File: src/rtl/arp_rx_parser_if.sv
// ARP receive parser bus: input byte stream plus parsed-packet output.
//
// Handshake: the byte stream has no back-pressure; a byte is consumed on
// every rising edge where data_valid=1, and data_last and eth_type_arp_valid
// only mean something on those edges. On the output side, once m_valid=1 the
// producer holds m_valid and every m_* field stable until a rising edge with
// m_valid=1 and m_ready=1. The transfer completes on that edge. m_ready may
// change freely and does not depend on m_valid.
interface arp_rx_parser_if;
    logic [7:0]  data_in;
    logic        data_valid;
    logic        data_last;
    logic        eth_type_arp_valid;
    logic        m_valid;
    logic        m_ready;
    logic        m_oper;
    logic [47:0] m_sha;
    logic [31:0] m_spa;
    logic [47:0] m_tha;
    logic [31:0] m_tpa;

    // Source side: drives the byte stream and consumes parsed packets
    modport master (
        output data_in, data_valid, data_last, eth_type_arp_valid, m_ready,
        input  m_valid, m_oper, m_sha, m_spa, m_tha, m_tpa
    );

    // Parser side
    modport slave (
        input  data_in, data_valid, data_last, eth_type_arp_valid, m_ready,
        output m_valid, m_oper, m_sha, m_spa, m_tha, m_tpa
    );
endinterface

File: src/rtl/arp_rx_parser.sv
// ARP receive parser: walks the 28-byte ARP payload, validates the fixed
// header and the configured acceptance rules, and presents the sender and
// target addresses on a valid/ready output. Rejected packets raise a
// one-cycle drop strobe and bump a saturating counter.
module arp_rx_parser #(
    parameter int unsigned CHECK_TPA        = 1,
    parameter int unsigned ACCEPT_REPLY     = 1,
    parameter int unsigned REQUIRE_ZERO_THA = 0,
    parameter int unsigned CNT_W            = 16
) (
    input  logic              aclk,
    input  logic              aresetn,
    input  logic [31:0]       local_ip,
    arp_rx_parser_if.slave    io_arp,
    output logic              drop_pulse,
    output logic [CNT_W-1:0]  drop_cnt,
    output logic [2:0]        o_dbg_state
);
    typedef enum logic [2:0] {
        S_IDLE, S_HDR, S_SHA, S_SPA, S_THA, S_TPA, S_SKIP, S_DISCARD
    } state_t;

    state_t             r_state;
    logic [4:0]         r_idx;
    logic [7:0]         r_prev;
    logic               r_oper_cap;
    logic [47:0]        r_sha_cap;
    logic [31:0]        r_spa_cap;
    logic [47:0]        r_tha_cap;
    logic [23:0]        r_tpa_cap;
    logic               r_m_valid;
    logic               r_m_oper;
    logic [47:0]        r_m_sha;
    logic [31:0]        r_m_spa;
    logic [47:0]        r_m_tha;
    logic [31:0]        r_m_tpa;
    logic               r_drop_pulse;
    logic [CNT_W-1:0]   r_drop_cnt;

    logic               w_in_pkt;
    logic               w_parse;
    logic [4:0]         w_idx;
    logic [4:0]         w_idx_nxt;
    logic [15:0]        w_pair;
    logic               w_err;
    logic               w_good;
    logic               w_load;
    logic               w_drop;
    state_t             w_field_state;

    // Byte-level decode: which index is consumed now and whether it breaks the packet
    always_comb begin
        w_in_pkt  = (r_state == S_HDR) || (r_state == S_SHA) || (r_state == S_SPA) ||
                    (r_state == S_THA) || (r_state == S_TPA);
        w_idx     = (r_state == S_IDLE) ? 5'd0 : r_idx;
        w_idx_nxt = w_idx + 5'd1;
        w_parse   = io_arp.data_valid &&
                    (((r_state == S_IDLE) && io_arp.eth_type_arp_valid) || w_in_pkt);
        w_pair    = {r_prev, io_arp.data_in};
        w_err     = 1'b0;
        // Multi-byte fields are judged on the byte that completes them
        case (w_idx)
            5'd1:    w_err = (w_pair != 16'h0001);
            5'd3:    w_err = (w_pair != 16'h0800);
            5'd4:    w_err = (io_arp.data_in != 8'h06);
            5'd5:    w_err = (io_arp.data_in != 8'h04);
            5'd7:    w_err = !((w_pair == 16'h0001) ||
                               ((w_pair == 16'h0002) && (ACCEPT_REPLY != 0)));
            5'd23:   w_err = (REQUIRE_ZERO_THA != 0) && !r_oper_cap &&
                             ({r_tha_cap[39:0], io_arp.data_in} != 48'd0);
            5'd27:   w_err = (CHECK_TPA != 0) &&
                             ({r_tpa_cap, io_arp.data_in} != local_ip);
            default: w_err = 1'b0;
        endcase
        // A frame that ends before the last ARP byte is truncated
        if (io_arp.data_last && (w_idx != 5'd27)) begin
            w_err = 1'b1;
        end
        if (!w_parse) begin
            w_err = 1'b0;
        end
        w_good = w_parse && !w_err && (w_idx == 5'd27);
        // A finished packet only loads if the output slot is free or draining now
        w_load = w_good && (!r_m_valid || io_arp.m_ready);
        w_drop = (w_parse && w_err) || (w_good && !w_load);
        if (w_idx_nxt < 5'd8) begin
            w_field_state = S_HDR;
        end else if (w_idx_nxt < 5'd14) begin
            w_field_state = S_SHA;
        end else if (w_idx_nxt < 5'd18) begin
            w_field_state = S_SPA;
        end else if (w_idx_nxt < 5'd24) begin
            w_field_state = S_THA;
        end else begin
            w_field_state = S_TPA;
        end
    end

    // Field capture: shift each accepted byte into the register of its field
    always_ff @(posedge aclk or negedge aresetn) begin
        if (!aresetn) begin
            r_prev     <= 8'd0;
            r_oper_cap <= 1'b0;
            r_sha_cap  <= 48'd0;
            r_spa_cap  <= 32'd0;
            r_tha_cap  <= 48'd0;
            r_tpa_cap  <= 24'd0;
        end else if (w_parse) begin
            r_prev <= io_arp.data_in;
            if (w_idx == 5'd7) begin
                r_oper_cap <= io_arp.data_in[1];
            end
            if ((w_idx >= 5'd8) && (w_idx <= 5'd13)) begin
                r_sha_cap <= {r_sha_cap[39:0], io_arp.data_in};
            end
            if ((w_idx >= 5'd14) && (w_idx <= 5'd17)) begin
                r_spa_cap <= {r_spa_cap[23:0], io_arp.data_in};
            end
            if ((w_idx >= 5'd18) && (w_idx <= 5'd23)) begin
                r_tha_cap <= {r_tha_cap[39:0], io_arp.data_in};
            end
            if ((w_idx >= 5'd24) && (w_idx <= 5'd26)) begin
                r_tpa_cap <= {r_tpa_cap[15:0], io_arp.data_in};
            end
        end
    end

    // Packet FSM with registered output slot and drop accounting
    always_ff @(posedge aclk or negedge aresetn) begin
        if (!aresetn) begin
            r_state      <= S_IDLE;
            r_idx        <= 5'd0;
            r_m_valid    <= 1'b0;
            r_m_oper     <= 1'b0;
            r_m_sha      <= 48'd0;
            r_m_spa      <= 32'd0;
            r_m_tha      <= 48'd0;
            r_m_tpa      <= 32'd0;
            r_drop_pulse <= 1'b0;
            r_drop_cnt   <= '0;
        end else begin
            r_drop_pulse <= w_drop;
            if (w_drop && (r_drop_cnt != {CNT_W{1'b1}})) begin
                r_drop_cnt <= r_drop_cnt + 1'b1;
            end

            if (w_load) begin
                r_m_valid <= 1'b1;
                r_m_oper  <= r_oper_cap;
                r_m_sha   <= r_sha_cap;
                r_m_spa   <= r_spa_cap;
                r_m_tha   <= r_tha_cap;
                r_m_tpa   <= {r_tpa_cap, io_arp.data_in};
            end else if (io_arp.m_ready) begin
                r_m_valid <= 1'b0;
            end

            case (r_state)
                S_IDLE, S_HDR, S_SHA, S_SPA, S_THA, S_TPA: begin
                    if (w_parse) begin
                        if (w_drop) begin
                            r_state <= io_arp.data_last ? S_IDLE : S_DISCARD;
                        end else if (w_idx == 5'd27) begin
                            r_state <= io_arp.data_last ? S_IDLE : S_SKIP;
                        end else begin
                            r_state <= w_field_state;
                            r_idx   <= w_idx_nxt;
                        end
                    end
                end
                S_SKIP, S_DISCARD: begin
                    if (io_arp.data_valid && io_arp.data_last) begin
                        r_state <= S_IDLE;
                    end
                end
                default: r_state <= S_IDLE;
            endcase
        end
    end

    assign io_arp.m_valid = r_m_valid;
    assign io_arp.m_oper  = r_m_oper;
    assign io_arp.m_sha   = r_m_sha;
    assign io_arp.m_spa   = r_m_spa;
    assign io_arp.m_tha   = r_m_tha;
    assign io_arp.m_tpa   = r_m_tpa;
    assign drop_pulse     = r_drop_pulse;
    assign drop_cnt       = r_drop_cnt;
    assign o_dbg_state    = r_state;
endmodule

File: src/flat_wrapper.sv
// flat-port wrapper written by rule: the top's interface ports become plain ports
module arp_rx_parser_flat 
#(
    parameter int unsigned CHECK_TPA        = 1,
    parameter int unsigned ACCEPT_REPLY     = 1,
    parameter int unsigned REQUIRE_ZERO_THA = 0,
    parameter int unsigned CNT_W            = 16
)
  (aclk, aresetn, local_ip, drop_pulse, drop_cnt, o_dbg_state, io_arp_data_in, io_arp_data_valid, io_arp_data_last, io_arp_eth_type_arp_valid, io_arp_m_ready, io_arp_m_valid, io_arp_m_oper, io_arp_m_sha, io_arp_m_spa, io_arp_m_tha, io_arp_m_tpa);
  arp_rx_parser_if io_arp_i ();
  input  logic aclk;
  input  logic aresetn;
  input  logic [31:0] local_ip;
  output logic drop_pulse;
  output logic [CNT_W-1:0] drop_cnt;
  output logic [2:0] o_dbg_state;
  input wire logic [$bits(io_arp_i.data_in)-1:0] io_arp_data_in;
  input wire logic [$bits(io_arp_i.data_valid)-1:0] io_arp_data_valid;
  input wire logic [$bits(io_arp_i.data_last)-1:0] io_arp_data_last;
  input wire logic [$bits(io_arp_i.eth_type_arp_valid)-1:0] io_arp_eth_type_arp_valid;
  input wire logic [$bits(io_arp_i.m_ready)-1:0] io_arp_m_ready;
  output wire logic [$bits(io_arp_i.m_valid)-1:0] io_arp_m_valid;
  output wire logic [$bits(io_arp_i.m_oper)-1:0] io_arp_m_oper;
  output wire logic [$bits(io_arp_i.m_sha)-1:0] io_arp_m_sha;
  output wire logic [$bits(io_arp_i.m_spa)-1:0] io_arp_m_spa;
  output wire logic [$bits(io_arp_i.m_tha)-1:0] io_arp_m_tha;
  output wire logic [$bits(io_arp_i.m_tpa)-1:0] io_arp_m_tpa;
  assign io_arp_i.data_in = io_arp_data_in;
  assign io_arp_i.data_valid = io_arp_data_valid;
  assign io_arp_i.data_last = io_arp_data_last;
  assign io_arp_i.eth_type_arp_valid = io_arp_eth_type_arp_valid;
  assign io_arp_i.m_ready = io_arp_m_ready;
  assign io_arp_m_valid = io_arp_i.m_valid;
  assign io_arp_m_oper = io_arp_i.m_oper;
  assign io_arp_m_sha = io_arp_i.m_sha;
  assign io_arp_m_spa = io_arp_i.m_spa;
  assign io_arp_m_tha = io_arp_i.m_tha;
  assign io_arp_m_tpa = io_arp_i.m_tpa;
  arp_rx_parser #(.CHECK_TPA(CHECK_TPA), .ACCEPT_REPLY(ACCEPT_REPLY), .REQUIRE_ZERO_THA(REQUIRE_ZERO_THA), .CNT_W(CNT_W)) u_core (.aclk(aclk), .aresetn(aresetn), .local_ip(local_ip), .io_arp(io_arp_i), .drop_pulse(drop_pulse), .drop_cnt(drop_cnt), .o_dbg_state(o_dbg_state));
endmodule
File: config.mk
export PLATFORM = sky130hd
export DESIGN_NAME = arp_rx_parser_flat
export DESIGN_NICKNAME = d
export VERILOG_FILES = /design/src/rtl/arp_rx_parser_if.sv /design/src/rtl/arp_rx_parser.sv /design/src/flat_wrapper.sv
export SDC_FILE = /design/constraint.sdc
export NUM_CORES = 1
export LEC_CHECK = 0
export CORE_MARGIN = 5
export CORE_UTILIZATION = 40
export CTS_BUF_LIST = sky130_fd_sc_hd__clkbuf_4 sky130_fd_sc_hd__clkbuf_8
export CTS_CLUSTER_SIZE = 10
export DETAILED_ROUTE_END_ITERATION = 8
export GPL_TIMING_DRIVEN = 0
export PLACE_DENSITY = 0.67
export SLEW_MARGIN = 20
export SYNTH_ARGS = -nofsm -noshare
export SYNTH_HDL_FRONTEND = slang
export SYNTH_SLANG_ARGS = --single-unit
File: constraint.sdc
create_clock -name aclk -period 3.9 [get_ports aclk]
set_input_delay 0.78 -clock aclk [delete_from_list [all_inputs] [get_ports aclk]]
set_output_delay 0.78 -clock aclk [all_outputs]
set_load 0.005 [all_outputs]
==> results.cfg <==
[status]
status = complete, no violations

[clocking]
htreeDepth = 2
clkSlewWorstSetupHoldPaths_ns = 0.06
cts_tree = done
clk_latency_ns = 0.58
post_cts_buffers = 0
numCtsBuffers = 57
cts.sinks = 348
cts_root_buf = clkbuf_8
cts_max_path_buffers = 3

[setup_path]
crit_type = input pin to register
cp-start-kind = input pin
crit_fanout = 10
cp_slowest_stage_delay_ns = 0.95
cp_common_cell = buf_2
cp_slowest_cell = clkdlybuf4s50_1
required_ns = 4.35
end_kind = register
crit_arrival_ns = 4.16
critical_path.cell_chain = clkdlybuf4s50_1 > xnor2_1 > nand4_1 > nor4_2 > nand4_1 > nor2b_1 > buf_2 > buf_2 > buf_2 > mux2_2

[job]
drv_cap = 0

[detailed_routing]
ant_nets = 0
avgViaCountPerCell = 4.957
drc_errors = 0
wl_met2_mm = 15.68
highest_layer = met4
drt_iter0_drc = 306
wl_met3_mm = 1.571
wire_per_inst_um = 19.30
routed_wl_mm = 32.99
firstDrtPassIters = 4
num_vias = 8472
wl_met1_mm = 15.14

[timing]
max_freq_mhz = 269.2
finalSetupTns_ns = 0
setup_viol = 0
rsz0062_at_grt = no
worstMarginPinSlew_ns = 0.9844
setup_ws_ns = 0.1852
whs_ns = 0.1453
max_slew_margin = 0.3437
post-route-min-period_ns = 3.715
finalCritPeriodShare = 0.9525
slew_violations = 0
fin_skew_ns = 0.01606
finalHoldViolCount = 0

[layout]
final_nets = 1261
final_common_cell = dfrtp_1
layout.cells.non_filler = 1709
layout_common_cells = dfrtp_1 (348), mux2_2 (317), clkdlybuf4s50_1 (221)
final_core_util = 0.5224
drive_above_1_share = 0.3700
design_area_um2 = 18000
area_delta_synth_final_pct = 29.56
n_antenna_cell = 0

[synthesis]
yosysTopAreaCell = dfrtp_1
yosys-top-cells-area = dfrtp_1 (63%), mux2_2 (26%), xnor2_1 (2.2%)
synth_cells = 924
synth_ff_type = dfrtp_1
async_reset_ff_frac = 1.000
mappedNetlistNets = 975
syn_area_um2 = 13890
ys_seq_elements = 348
synth_edf_count = 0
yosysSeqAreaShare = 0.6268
synth_top_area_share = 0.6268
ys.warnings.count = 0
avgSynthCellArea_um2 = 15.04
ys_types = 46

[place]
place_congestion = 0.8255
post-dp-hpwl_mm = 23.10
placed_cell_area_um2 = 16820
post-place-cells = 1607
port_buffers = 224
pre_cts_ws_ns = -0.9498

[global_routing]
grtUsageTotal = 0.1695
grt_max_degree = 87
grt_pass1_wl_mm = 52.16
grt_overflow = 0
grt_pass1_vias = 8953
antenna_found_initial = 0

[floorplanning]
die_w_um = 196.4
rows = 68
start_util = 0.4032
ios = 228
core_area_um2 = 34460
die_h_um = 196.4
dieArea_um2 = 38560

[pwr]
powerDensity_nw_per_um2 = 473.5
max-vdd-ir-drop_mv = 0.2799
leakagePower_nw = 8.665
total_power_mw = 8.523

[hold_path]
holdCritPathClass = input pin to async pin
-- cell families after synthesis --
kind of cell,Yosys count,share of synthesized area
and+or+nand+nor,117,0.04494
xor gates and xnor gates,53,0.03341
buffers and inverters,54,0.01783
adders and majority gates,5,0.004503
muxes,318,0.2580
AOI/OAI and AO/OA,29,0.01450
DFF,348,0.6268
-- sequential cells by signal, indices dropped and copies added (netlist names), 16 cells and up --
| signal | count |
|---|---|
| u_core.drop_cnt | 16 |
| u_core.io_arp.m_sha | 48 |
| u_core.io_arp.m_spa | 32 |
| u_core.io_arp.m_tha | 48 |
| u_core.io_arp.m_tpa | 32 |
| u_core.r_sha_cap | 48 |
| u_core.r_spa_cap | 32 |
| u_core.r_tha_cap | 48 |
| u_core.r_tpa_cap | 24 |
-- report_power, final --
part / internal [mW] / switching [mW]
Sequential: 3.85 / 0.207
Combinational: 0.570 / 0.673
Clock: 1.81 / 1.41
-- critical path: cells and delay by family --
family        cells  cell delay [ns]
buf+inv           4             1.91
xor+xnor          1             0.19
simple gates      4             0.89
mux               1             0.38
-- path summary, 6_finish.rpt --
kind | start | end | slack, ns | depth (start not counted)
worst max-delay path | io_arp_data_in[3] | u_core.io_arp.m_spa[19] | 0.19 | 10
worst min-delay path | aresetn | u_core.r_spa_cap[10] | 0.15 | 1
worst max register to register | u_core.o_dbg_state[0] | u_core.drop_cnt[4] | 0.26 | 13
worst min register to register | u_core.r_prev[4] | u_core.r_prev[4] | 0.47 | 2
max in group asynchronous | aresetn | u_core.r_sha_cap[11] | 2.24 | 4
min in group aclk | u_core.r_prev[4] | u_core.r_prev[4] | 0.47 | 2
-- area by class of cell --
type / count / area (um2)
Clock buffer: 93 / 1117
Timing Repair Buffer: 228 / 2355
Tap cell: 455 / 569.3
Fill cell: 2971 / 16460
Sequential cell: 348 / 8708
Inverter: 6 / 22.52
Multi-Input combinational cell: 522 / 4943
Buffer: 47 / 224.0
Clock inverter: 10 / 60.06
-- repair_timing --
item | in CTS | in global routing
hold buffers | 0 | 0
cloned | 0 | 0
resized for setup | 3 | 1
setup endpoints to repair | 90 | 128
-- cells in the mapped netlist (2+ instances only) --
cell type and instances:
buf_2 30, dfrtp_1 348, nor3_1 6, nand4_1 14
o22ai_1 3, a21oi_1 7, or4_1 3, o21ai_0 5
inv_1 6, o2111ai_1 2, nor2_1 15, clkbuf_1 16
a31oi_1 2, xnor2_1 35, nor4b_1 5, nand3_1 9
ha_1 5, nand2b_1 3, or3_1 2, o211ai_1 2
nor4_1 8, mux2_2 317, nor2_2 2, nand2_1 38
xor2_1 18, and3_1 3
-- metal layers --
layer  GRT usage  vias up
li1            -     3871
met1      0.2373     4342
met2      0.2723      201
met3     0.03744       58
met4     0.04112        0
met5           0        -
No activity file was read; power rests on OpenSTA's default activity.
